`src/rtl/frame_pkg.sv`:
```
// Shared types for the frame fetch path: fetch FSM encoding and word/pixel geometry.
package frame_pkg;

  typedef enum logic [1:0] {
    ST_IDLE    = 2'd0,
    ST_REQ     = 2'd1,
    ST_DISCARD = 2'd2
  } fetch_state_t;

  localparam int NIBBLES_PER_WORD = 4;
  localparam int WORD_W           = 16;
  localparam int PIX_W            = 4;

endpackage

```
`src/rtl/frame_fifo.sv`:
```
// Word FIFO between memory fetch and pixel unpacking; head is visible combinationally.
// Push/pop in the same cycle both apply; flush wins over both. Caller never pushes when full.
module frame_fifo #(
  parameter int DEPTH = 4,
  parameter int WIDTH = 16
) (
  input  logic                       clk,
  input  logic                       rst_n,
  input  logic                       push,
  input  logic [WIDTH-1:0]           push_dat,
  input  logic                       pop,
  input  logic                       flush,
  output logic [$clog2(DEPTH+1)-1:0] count,
  output logic [WIDTH-1:0]           head
);

  localparam int PTR_W = (DEPTH > 1) ? $clog2(DEPTH) : 1;
  localparam int CNT_W = $clog2(DEPTH + 1);

  logic [WIDTH-1:0] mem [DEPTH];
  logic [PTR_W-1:0] rd_ptr;
  logic [PTR_W-1:0] wr_ptr;
  logic [CNT_W-1:0] cnt;

  always_ff @(posedge clk or negedge rst_n) begin
    if (!rst_n) begin
      rd_ptr <= '0;
      wr_ptr <= '0;
      cnt    <= '0;
    end else if (flush) begin
      rd_ptr <= '0;
      wr_ptr <= '0;
      cnt    <= '0;
    end else begin
      if (push) wr_ptr <= wr_ptr + PTR_W'(1);
      if (pop)  rd_ptr <= rd_ptr + PTR_W'(1);
      case ({push, pop})
        2'b10:   cnt <= cnt + CNT_W'(1);
        2'b01:   cnt <= cnt - CNT_W'(1);
        default: cnt <= cnt;
      endcase
    end
  end

  // Storage needs no reset: count gates every use of the head word.
  always_ff @(posedge clk) begin
    if (push && !flush) mem[wr_ptr] <= push_dat;
  end

  assign count = cnt;
  assign head  = mem[rd_ptr];

endmodule

```
`src/rtl/frame_fetch.sv`:
```
// Prefetches frame words from memory (one request outstanding) and unpacks them LSB-nibble first.
// Request rises one edge after reset release; data is visible the cycle after ack; underrun is sticky.
module frame_fetch
  import frame_pkg::*;
#(
  parameter int FRAME_WORDS = 4800,
  parameter int ADDR_W      = 16,
  parameter int FIFO_DEPTH  = 4
) (
  input  logic              clk,
  input  logic              rst_n,
  input  logic              frame_next_pixel_in,
  input  logic              frame_reset_in,
  output logic [PIX_W-1:0]  frame_pixel_out,
  output logic              mem_req_out,
  output logic [ADDR_W-1:0] mem_addr_out,
  input  logic              mem_ack_in,
  input  logic [WORD_W-1:0] mem_data_in,
  output logic              underrun_out
);

  localparam int                CNT_W     = $clog2(FIFO_DEPTH + 1);
  localparam logic [ADDR_W-1:0] LAST_ADDR = ADDR_W'(FRAME_WORDS - 1);
  localparam logic [1:0]        LAST_IDX  = 2'(NIBBLES_PER_WORD - 1);

  fetch_state_t      state;
  logic [ADDR_W-1:0] addr;
  logic              req;
  logic [1:0]        idx;
  logic              underrun;
  logic [CNT_W-1:0]  count;
  logic [WORD_W-1:0] head;
  logic              empty;
  logic              push;
  logic              pop;

  assign empty = (count == '0);
  assign push  = (state == ST_REQ) && mem_ack_in && !frame_reset_in;
  assign pop   = frame_next_pixel_in && !frame_reset_in && !empty && (idx == LAST_IDX);

  frame_fifo #(
    .DEPTH (FIFO_DEPTH),
    .WIDTH (WORD_W)
  ) u_fifo (
    .clk      (clk),
    .rst_n    (rst_n),
    .push     (push),
    .push_dat (mem_data_in),
    .pop      (pop),
    .flush    (frame_reset_in),
    .count    (count),
    .head     (head)
  );

  // The address is held through DISCARD so the in-flight request stays stable;
  // it is zeroed when that request's ack finally arrives.
  always_ff @(posedge clk or negedge rst_n) begin
    if (!rst_n) begin
      state <= ST_IDLE;
      req   <= 1'b0;
      addr  <= '0;
    end else begin
      case (state)
        ST_IDLE: begin
          if (frame_reset_in) begin
            addr <= '0;
          end else if (count < CNT_W'(FIFO_DEPTH)) begin
            state <= ST_REQ;
            req   <= 1'b1;
          end
        end
        ST_REQ: begin
          if (mem_ack_in) begin
            state <= ST_IDLE;
            req   <= 1'b0;
            addr  <= (frame_reset_in || addr == LAST_ADDR) ? '0 : addr + ADDR_W'(1);
          end else if (frame_reset_in) begin
            state <= ST_DISCARD;
          end
        end
        ST_DISCARD: begin
          if (mem_ack_in) begin
            state <= ST_IDLE;
            req   <= 1'b0;
            addr  <= '0;
          end
        end
        default: begin
          state <= ST_IDLE;
          req   <= 1'b0;
        end
      endcase
    end
  end

  always_ff @(posedge clk or negedge rst_n) begin
    if (!rst_n) begin
      idx      <= '0;
      underrun <= 1'b0;
    end else if (frame_reset_in) begin
      idx      <= '0;
      underrun <= 1'b0;
    end else if (frame_next_pixel_in) begin
      if (empty)      underrun <= 1'b1;
      else if (pop)   idx      <= '0;
      else            idx      <= idx + 2'd1;
    end
  end

  assign frame_pixel_out = empty ? '0 : head[{idx, 2'b00} +: PIX_W];
  assign mem_req_out     = req;
  assign mem_addr_out    = addr;
  assign underrun_out    = underrun;

endmodule

```
`config.mk`:
```
export PLATFORM = sky130hd
export DESIGN_NAME = frame_fetch
export DESIGN_NICKNAME = d
export VERILOG_FILES = /design/src/rtl/frame_pkg.sv /design/src/rtl/frame_fifo.sv /design/src/rtl/frame_fetch.sv
export SDC_FILE = /design/constraint.sdc
export NUM_CORES = 1
export LEC_CHECK = 0
export CORE_AREA = 2 2 90 92
export DETAILED_ROUTE_END_ITERATION = 10
export DIE_AREA = 0 0 92 94
export DONT_BUFFER_PORTS = 1
export GPL_TIMING_DRIVEN = 0
export PLACE_DENSITY_LB_ADDON = 0.12
export SYNTH_ARGS = -nofsm -noshare
export SYNTH_HDL_FRONTEND = slang
export SYNTH_SLANG_ARGS = --single-unit
```
`constraint.sdc`:
```
create_clock -name clk -period 2.17 [get_ports clk]
set_input_delay 0.217 -clock clk [delete_from_list [all_inputs] [get_ports clk]]
set_output_delay 0.217 -clock clk [all_outputs]
set_load 0.005 [all_outputs]
```
# After elaboration in Yosys (flattened, before gate mapping)
# Memories as Yosys holds them, arrays and structs flattened.
# Cells that the tools add are included.
# totals
memories	1
ram_bits	64
inputBits	21
reg_bits	29
elab_cells	85
out_inout_bits	22
# classes
reduce_logical	23
eq_ne	14
order_cmp	1
n_addsub	6
n_shift	1
mux	31
# memory_table
memory	depth	word_bits	read_ports	rd_ports_with_merged_regs	wr	line_no	rtl
u_fifo.mem	4	16	1	0	1	frame_fifo.sv:20	logic [WIDTH-1:0] mem [DEPTH];
# op_table
op	count
$mux W16	4
$pmux W16 S3	1
$mux W2	13
$add A16 B1 Y16 const B	1
$eq A16 B13 Y1 const B	1
$shiftx A16 B5 Y4	1
$ne A2 B2 Y1 const B	6
$mux W1	8
$reduce_and A4 Y1	2
$reduce_bool A2 Y1	4
$add A2 B1 Y2 const B	3
$eq A2 B2 Y1 const B	3
$logic_and A1 B1 Y1	6
$pmux W2 S3	1
$pmux W3 S2	1
$reduce_bool A3 Y1	2
$eq A2 B1 Y1 const B	2
$mux W4	1
$reduce_and A2 Y1	2
$add A3 B1 Y3 const B	1
$logic_not A3 Y1	1
$lt A3 B3 Y1 const B	1
$mux W3	1
$ne A3 B3 Y1 const B	1
other kinds (8)	9

# Depth between registers and ports, before layout
# Gate-level depths: netlist of the first run.
# depth
ltp_word	8
ltp_mapped	10
depth_no_buf	10

# By module
# A second synthesis of the first run with hierarchy kept.
# hier_totals
hier_cells	274
area_unflattened_um2	4201.5
# modules_own_cells
mod	instances	cells_per_inst	seq_area_each_um2	area_each_um2
frame_fifo	1	125	2097.0	2776.4
frame_fetch	1	149	550.5	1425.1

# Worst setup path after synthesis of the first run
# No wires, ideal clock.
# synth_path
kind	register -> register
start	register state[1]
end	register addr[3] (netlist: mem_addr_out[3])
setup_ps	119
path_buffers	2
period_less_slack_ps	1996
path_stages_with_launch	9
arrival_time_ps	1877
required_ps	2051
setup_slack_ps	174
path_cell_list	dfrtp_1 inv_1 ha_1 o21ba_2 or3_2 buf_2 a31oi_2 buf_6 nor2_1
# synth_via
elab_chain_cells	3
elab_cells_between_ends	9
cone_classes	5 x eq/ne; 1 x mux; 3 x reduce/logical
# synth_lines
item	line_no	rtl
from (decl)	frame_fetch.sv:26	fetch_state_t state;
from (signal assigned)	frame_fetch.sv:59	state <= ST_IDLE;
from (signal assigned)	frame_fetch.sv:68	state <= ST_REQ;
from (signal assigned)	frame_fetch.sv:74	state <= ST_IDLE;
$eq A2 B1 Y1 (tied with other cells)	frame_fetch.sv:63	case (state)
$ne A2 B2 Y1 (no source line) or $reduce_bool A3 Y1 (tied branches)	--	
$reduce_and A4 Y1 (no source line)	--	
to (signal assigned)	frame_fetch.sv:76	addr <= (frame_reset_in || addr == LAST_ADDR) ? '0 : addr + ADDR_W'(1);
to (decl)	frame_fetch.sv:27	logic [ADDR_W-1:0] addr;
# Several ways; a longest one is shown, not always the timed one.
# A chain may end at the register's enable or synchronous reset.

# Worst setup path after layout of the first run
# layout_path
start	register state[1]
end	register addr[5] (netlist: mem_addr_out[5])
# Same word-level chain as after synthesis.

==> reports/qor.yml, run 1 <==
yosys:
  ys.flop_type: "edfxtp_1"
  ys_async_sr_fraction: 0.312
  ys_seq_area_frac: 0.644
  syn_nets: 307
  yosys.cell_types.count: 46
  synthesis.area_mm2: 0.00411
  synth_seq_cells: 93
  synth.yosys.warnings: 0
  synth_edf_count: 64
  postSynthCellCount: 275
  avgSynthCellArea_um2: 15.0
sta:
  period_needed_ps: 2100
  setup_viol: 0
  relSlewSlack: 0.544
  maxSlewViolCount: 0
  fin_crit_sh: 0.968
  fmax_ghz: 0.476
  finalHoldViolCount: 0
  tightestPinTransition_ps: 684
  clock_skew_ps: 12.7
worst_setup_path:
  r2r_cells: 8
  cp_top_family: "simple AND/OR/NAND/NOR gates"
  crit_type: "reg2reg"
  crit_buf_inv: 3
  startpoint_type: "flip-flop"
  crit_chain: "inv_2 > ha_4 > o21ba_2 > or3_2 > buf_2 > a31oi_4 > buf_6 > nor2_1"
  slowest_delay_ps: 440
  crit_slowest_cell: "or3_2"
  crit_path_max_fanout: 6
  cp_data_arrival_time_ps: 2340
  end_kind: "flip-flop"
  crit_required_ps: 2410
  worst-path-stages: 8
pwr:
  power_leakage_nw: 1.69
  netSwitchingFraction: 0.295
  power_density_mw_per_mm2: 835
  p_switching_mw: 1.18
  power_mw: 3.99
  p_clk_frac: 0.270
  p_comb_frac: 0.206
  seqPwrFrac: 0.523
  p_int_mw: 2.81
  ir_worst_vdd_mv: 0.488
route:
  vias: 2312
  drt_iter0_drc: 93
  wl_per_cell_um: 17.9
  drt_pass1_iterations: 4
  drt-met1-wl_um: 3470
  top_layer: "met4"
  routed_wl_um: 7500
  wl_met3_um: 347
  drc: 0
  drtAntennaViolNets: 0
  met2_length_um: 3590
  vias_per_cell: 5.52
clock_network:
  clockBufferDepth: 2
  cts_htree_levels: 3
  cts.root.buffer_cell: "clkbuf_8"
  clock_latency_ps: 360
  numCtsBuffers: 9
  cts_tree: "yes"
  clk_pin_slew_worst_paths_ps: 90
  cts_sinks: 93
finish:
  antennaDiodeCount: 0
  fin_area_mm2: 0.00478
  syn_to_final_growth_pct: 16.2
  fin_cells: 419
  nets: 345
  drive_gt1_frac: 0.230
die:
  initial_core_util: 0.541
  dieArea_mm2: 0.00865
  die_w_um: 92
  io_pins: 43
  std_cell_rows: 32
  core-area_mm2: 0.00761
  dieHeight_um: 94
status:
  status: "completed"
placement:
  place_congestion: 0.740
  io_buffers: 0
  dpl_cell_area_mm2: 0.00424
  place_inst: 377
  hpwl_um: 4820
hold_path:
  hold_class: "in2reg"
  hold_depth: 2
global_routing:
  grt_use_total: 0.189
  grt_pass1_wl_um: 12100
  grt_pass1_vias: 2341
  grt_max_degree: 30
  grt_overflow_total: 0
  antenna_found_initial: 0
job:
  max_cap_viol_count: 0
## through the flow
step,utilization,TNS [ps],hold slack [ps],setup WS [ps]
2_1_floorplan,-,0,-78.6,174
3_3_place_gp,0.558,-10410,-78.0,-185
3_5_place_dp,0.558,-10280,-78.1,-181
4_1_cts,0.611,0,7.18,6.89
5_1_grt,0.629,-10.2,31.6,-10.2
6_report,0.629,0,28.0,69.7
## registers in the layout, indices dropped and copies added (netlist names)
signal,count
u_fifo.mem,64
mem_addr_out,16
state,2
u_fifo.count,3
u_fifo.rd_ptr,2
underrun_out,1
mem_req_out,1
u_fifo.wr_ptr,2
idx,2
## layer usage
layer	global-route usage	vias to the layer above
met5	0	-
met4	0.0597	0
met3	0.0514	10
met2	0.290	38
met1	0.267	1161
li1	-	1103
## final cells by class
class                   instances  area [µm²]
well taps                     102         128
inverters                       7        26.3
repair buffers                 28         274
fillers                       584        2830
multi-input cells             162        1430
clock inverters                 6        55.1
plain buffers                  12        93.8
clock buffers                   9         124
flip-flops and latches         93        2650
## cells in the mapped netlist, types with 4 or more instances
library cell | n | area share
buf_2 | 5 | 0.0061
and2_1 | 7 | 0.011
nor2_1 | 25 | 0.023
mux4_2 | 16 | 0.088
o22ai_1 | 6 | 0.0091
ha_1 | 10 | 0.030
dfrtp_1 | 29 | 0.18
a21oi_1 | 5 | 0.0061
xnor2_1 | 7 | 0.015
inv_1 | 7 | 0.0064
nor3_1 | 5 | 0.0061
nand3_1 | 6 | 0.0073
clkbuf_1 | 5 | 0.0046
nand4_1 | 6 | 0.0091
nand2_1 | 18 | 0.016
mux2i_1 | 8 | 0.019
xor2_1 | 11 | 0.023
a31oi_1 | 4 | 0.0061
edfxtp_1 | 64 | 0.47
## final timing paths
check | slack (ps) | to | startpoint
worst max-delay path | 70 | mem_addr_out[5]$_DFFE_PN0P_ | state[1]$_DFFE_PN0P_
worst min-delay path | 30 | underrun_out$_DFFE_PN0P_ | frame_next_pixel_in
worst max register to register | 70 | mem_addr_out[5]$_DFFE_PN0P_ | state[1]$_DFFE_PN0P_
worst min register to register | 540 | mem_req_out$_DFFE_PN0P_ | mem_req_out$_DFFE_PN0P_
max in group asynchronous | 1700 | u_fifo.rd_ptr[1]$_DFFE_PN0P_ | rst_n
min in group asynchronous | 270 | mem_addr_out[11]$_DFFE_PN0P_ | rst_n
## power by group through the flow
stage	Combinational [mW]	Sequential [mW]	Clock, mW
6_report	0.823	2.09	1.08
5_1_grt	0.930	2.10	1.18
4_1_cts	0.726	2.08	1.10
3_5_place_dp	0.664	2.12	0
3_3_place_gp	0.657	2.12	0
2_1_floorplan	0.524	2.10	0
## layout by cell type, fill, tap and decap left out, types with 4 or more instances in the layout
master         instances
nor2_1                25
o22ai_1                5
nand4_1                6
mux2i_1                6
edfxtp_1              64
mux4_2                16
nand3_1                6
dlygate4sd3_1         19
buf_4                  7
ha_1                   7
a21oi_1                5
a31oi_1                4
clkbuf_1               4
inv_1                  6
nor3_1                 4
xnor2_1                7
nand2_1               18
dfrtp_1               27
clkbuf_8               9
xor2_1                11
and2_2                 4
## worst register-to-register path, stage by stage, from the launching register on
cell and delay, ps:
dfrtp_1 430, inv_2 90, ha_4 200, o21ba_2 260, or3_2 440, buf_2 180, a31oi_4 200, buf_6 150
nor2_1 50
## timing repair
action | in CTS | in global routing
cloned | 0 | 1
setup buffers | 0 | 7
hold buffers | 19 | 1
setup endpoints to repair | 78 | 16
hold endpoints to repair | 94 | 1
resized for setup | 12 | 15
## kinds of logic after synthesis
group / count (synthesis) / synth area share
AOI/OAI and AO/OA: 26 / 0.0456
muxes: 25 / 0.110
xor gates and xnor gates: 18 / 0.0383
buffers and inverters: 20 / 0.0234
adders and majority gates: 11 / 0.0353
and+or+nand+nor: 82 / 0.104
DFF: 93 / 0.644
Note: power is estimated with default switching activity, not from simulation.
==> inputs of run 2 (changes only) <==
SLEW_MARGIN = 30   (was not set)
clock period = 2.5 ns   (was 2.17 ns; I/O delays follow)
==> run 2 against run 1 <==
Wire length shrank 3.5%. Critical path depth shrank 3. Highest routed layer unchanged. Largest cell class unchanged. Critical endpoint is now frame_pixel_out[2]. Cell count is 2.4% lower. Largest power group unchanged.
==> reports/qor.yml, run 2 (synthesis results as in run 1) <==
hold_path:
  hold_class: "in2reg"
sta:
  period_needed_ps: 2300
  fmax_ghz: 0.434
  maxSlewViolCount: 0  # unchanged
  clock_skew_ps: 14.4  # +1.68 ps
  relSlewSlack: 0.561  # +0.0166
  setup_viol: 0  # unchanged
  tns_ps: 0  # unchanged
  rsz0062_at_grt: "no"
  finalHoldViolCount: 0  # unchanged
  fin_crit_sh: 0.922
  tightestPinTransition_ps: 659  # -24.9 ps
finish:
  multiInputGateArea_mm2: 0.00138  # -3.9%
  mostFrequentLayoutCells: "edfxtp_1, dfrtp_1, nor2_1"
  drive_gt1_frac: 0.176  # -0.0544
  fin_area_mm2: 0.00462  # -3.4%
  final_core_util: 0.607  # -0.0215
  fill_cells: 588  # +0.68%
  regArea_mm2: 0.00265  # about the same
  largest_reg_flops: 64  # unchanged
  antennaDiodeCount: 0  # unchanged
  regMostFlops: "u_fifo.mem"
  nets: 335  # -2.9%
  syn_to_final_growth_pct: 12.3
  final_common_cell: "edfxtp_1"
global_routing:
  antenna_found_initial: 0  # unchanged
  grt_overflow_total: 0  # unchanged
  grtUsageMet2: 0.289  # -0.00123
  grt_pass1_vias: 2324  # -0.73%
  use_met1: 0.266  # -0.00111
  use_met3: 0.0498  # -0.00161
  grt_max_degree: 30  # unchanged
  busiest_layer: "met2"
  grt_use_total: 0.188  # -0.00106
  grt_pass1_wl_um: 12100  # -0.45%
route:
  drtAntennaViolNets: 0  # unchanged
  routed_wl_um: 7240  # -3.5%
  vias_per_cell: 5.53  # +0.19%
  wl_per_cell_um: 17.7  # -1.1%
  vias: 2261  # -2.2%
  drt_pass1_iterations: 6  # +2
  drc: 0  # unchanged
  drt_iter0_drc: 67  # -28%
worst_setup_path:
  crit_path_max_fanout: 10  # +4
  crit_type: "reg2out"
  crit_required_ps: 2250  # -160 ps
  end_kind: "primary output"
  startpoint_type: "flip-flop"
  crit_slowest_cell: "mux4_2"
  cp_data_arrival_time_ps: 2050  # -290 ps
  slowest_delay_ps: 520  # +80 ps
  crit_chain: "buf_2 > buf_6 > mux4_2 > mux2i_1 > o22ai_1"
die:
  std_cell_rows: 32  # unchanged
  io_pins: 43  # unchanged
  die_w_um: 92  # unchanged
  core-area_mm2: 0.00761  # unchanged
  dieHeight_um: 94  # unchanged
  dieArea_mm2: 0.00865  # unchanged
  initial_core_util: 0.541  # unchanged
pwr:
  p_switching_mw: 0.984  # -16%
  power_mw: 3.36  # -16%
  p_int_mw: 2.37  # -16%
  netSwitchingFraction: 0.293  # -0.00215
  power_leakage_nw: 1.64  # -3.1%
  p_clk_frac: 0.279  # +0.009
  power_density_mw_per_mm2: 727  # -13%
  seqPwrFrac: 0.537  # +0.014
  ir_worst_vdd_mv: 0.401  # -18%
  p_comb_frac: 0.183  # -0.023
placement:
  hpwl_um: 4820  # unchanged
  place_congestion: 0.740  # unchanged
  dpl_cell_area_mm2: 0.00424  # unchanged
  io_buffers: 0  # unchanged
clock_network:
  clockBufferDepth: 2  # unchanged
  cts_htree_levels: 3  # unchanged
  clk_pin_slew_worst_paths_ps: 90  # about the same
  clock_latency_ps: 360  # about the same
  cts_tree: "yes"
  numCtsBuffers: 9  # unchanged
  cts_sinks: 93  # unchanged
  cts.root.buffer_cell: "clkbuf_8"
status:
  status: "completed"
job:
  max_cap_viol_count: 0  # unchanged
[run 2: cell types whose count changed in the layout (fill, tap and decap cells not counted), moves of 2 or more]
cell / delta
mux2i_1: +2
buf_2: +2
dfrtp_2: -2
dlygate4sd3_1: -2
ha_2: -2
dfrtp_1: +2
ha_1: +3
buf_4: -7
mux2i_2: -2
[run 2: what timing repair did]
action / 4_1_cts / 5_1_grt
buffers inserted: 0 / 0
pin swaps: 0 / 0
hold buffers: 18 / 0
hold endpoints to repair: 93 / 0
resized for setup: 1 / 5
endpoints found under the setup margin: 2 / 42
[run 2: area by class of cell]
cell class	instances	share of cell area
Inverter	7	0.00569
Timing Repair Buffer	18	0.0412
Multi-Input combinational cell	162	0.298
Buffer	12	0.0157
Tap cell	102	0.0276
Clock inverter	6	0.0119
Sequential cell	93	0.573
Clock buffer	9	0.0268
[run 2: stage by stage]
stage,setup slack (ps),instances,hold slack (ps)
finish,195,409,29.4
global route,64.1,409,29.5
CTS,12.4,410,22.6
detailed placement,149,377,-45.1
global placement,145,377,-45.0
floorplan,504,275,-45.6
[run 2: critical path, delay by kind of cell (launching register included)]
| family | cells | cell delay (ps) |
|---|---|---|
| buffers and inverters | 2 | 510 |
| AO/OA/AOI/OAI | 1 | 130 |
| multiplexers | 2 | 730 |
| flip-flops | 1 | 330 |
[run 2: power groups by stage]
stage                     logic [mW]  registers [mW]  clock network, mW
after global placement         0.571            1.84                  0
after floorplan                0.455            1.82                  0
after global routing           0.704            1.82               1.03
final                          0.616            1.80              0.938
after CTS                      0.624            1.81              0.954
after detailed placement       0.576            1.84                  0
[run 2: worst paths after layout]
| path | to | slack [ps] | startpoint | depth (start not counted) |
|---|---|---|---|---|
| setup / recovery | frame_pixel_out[2] | 200 | u_fifo.rd_ptr[0]$_DFFE_PN0P_ | 5 |
| hold / removal | idx[1]$_DFFE_PN0P_ | 30 | frame_next_pixel_in | 2 |
| setup reg to reg | mem_addr_out[5]$_DFFE_PN0P_ | 290 | state[1]$_DFFE_PN0P_ | 8 |
| hold reg to reg | mem_req_out$_DFFE_PN0P_ | 540 | mem_req_out$_DFFE_PN0P_ | 1 |
| max in group asynchronous | u_fifo.rd_ptr[0]$_DFFE_PN0P_ | 2010 | rst_n | 2 |
| min in group asynchronous | mem_addr_out[11]$_DFFE_PN0P_ | 300 | rst_n | 2 |
[run 2: per-layer routing]
metal  part of all wire  wire [µm]
met3              0.045        326
met4              0.014        102
met5                  0          0
met1               0.46       3350
met2               0.48       3460
==> inputs of run 3 (changes only) <==
SKIP_LAST_GASP = 1   (was not set)
==> results of run 3 <==
Final layout, timing and power as in run 2 (identical DEF).
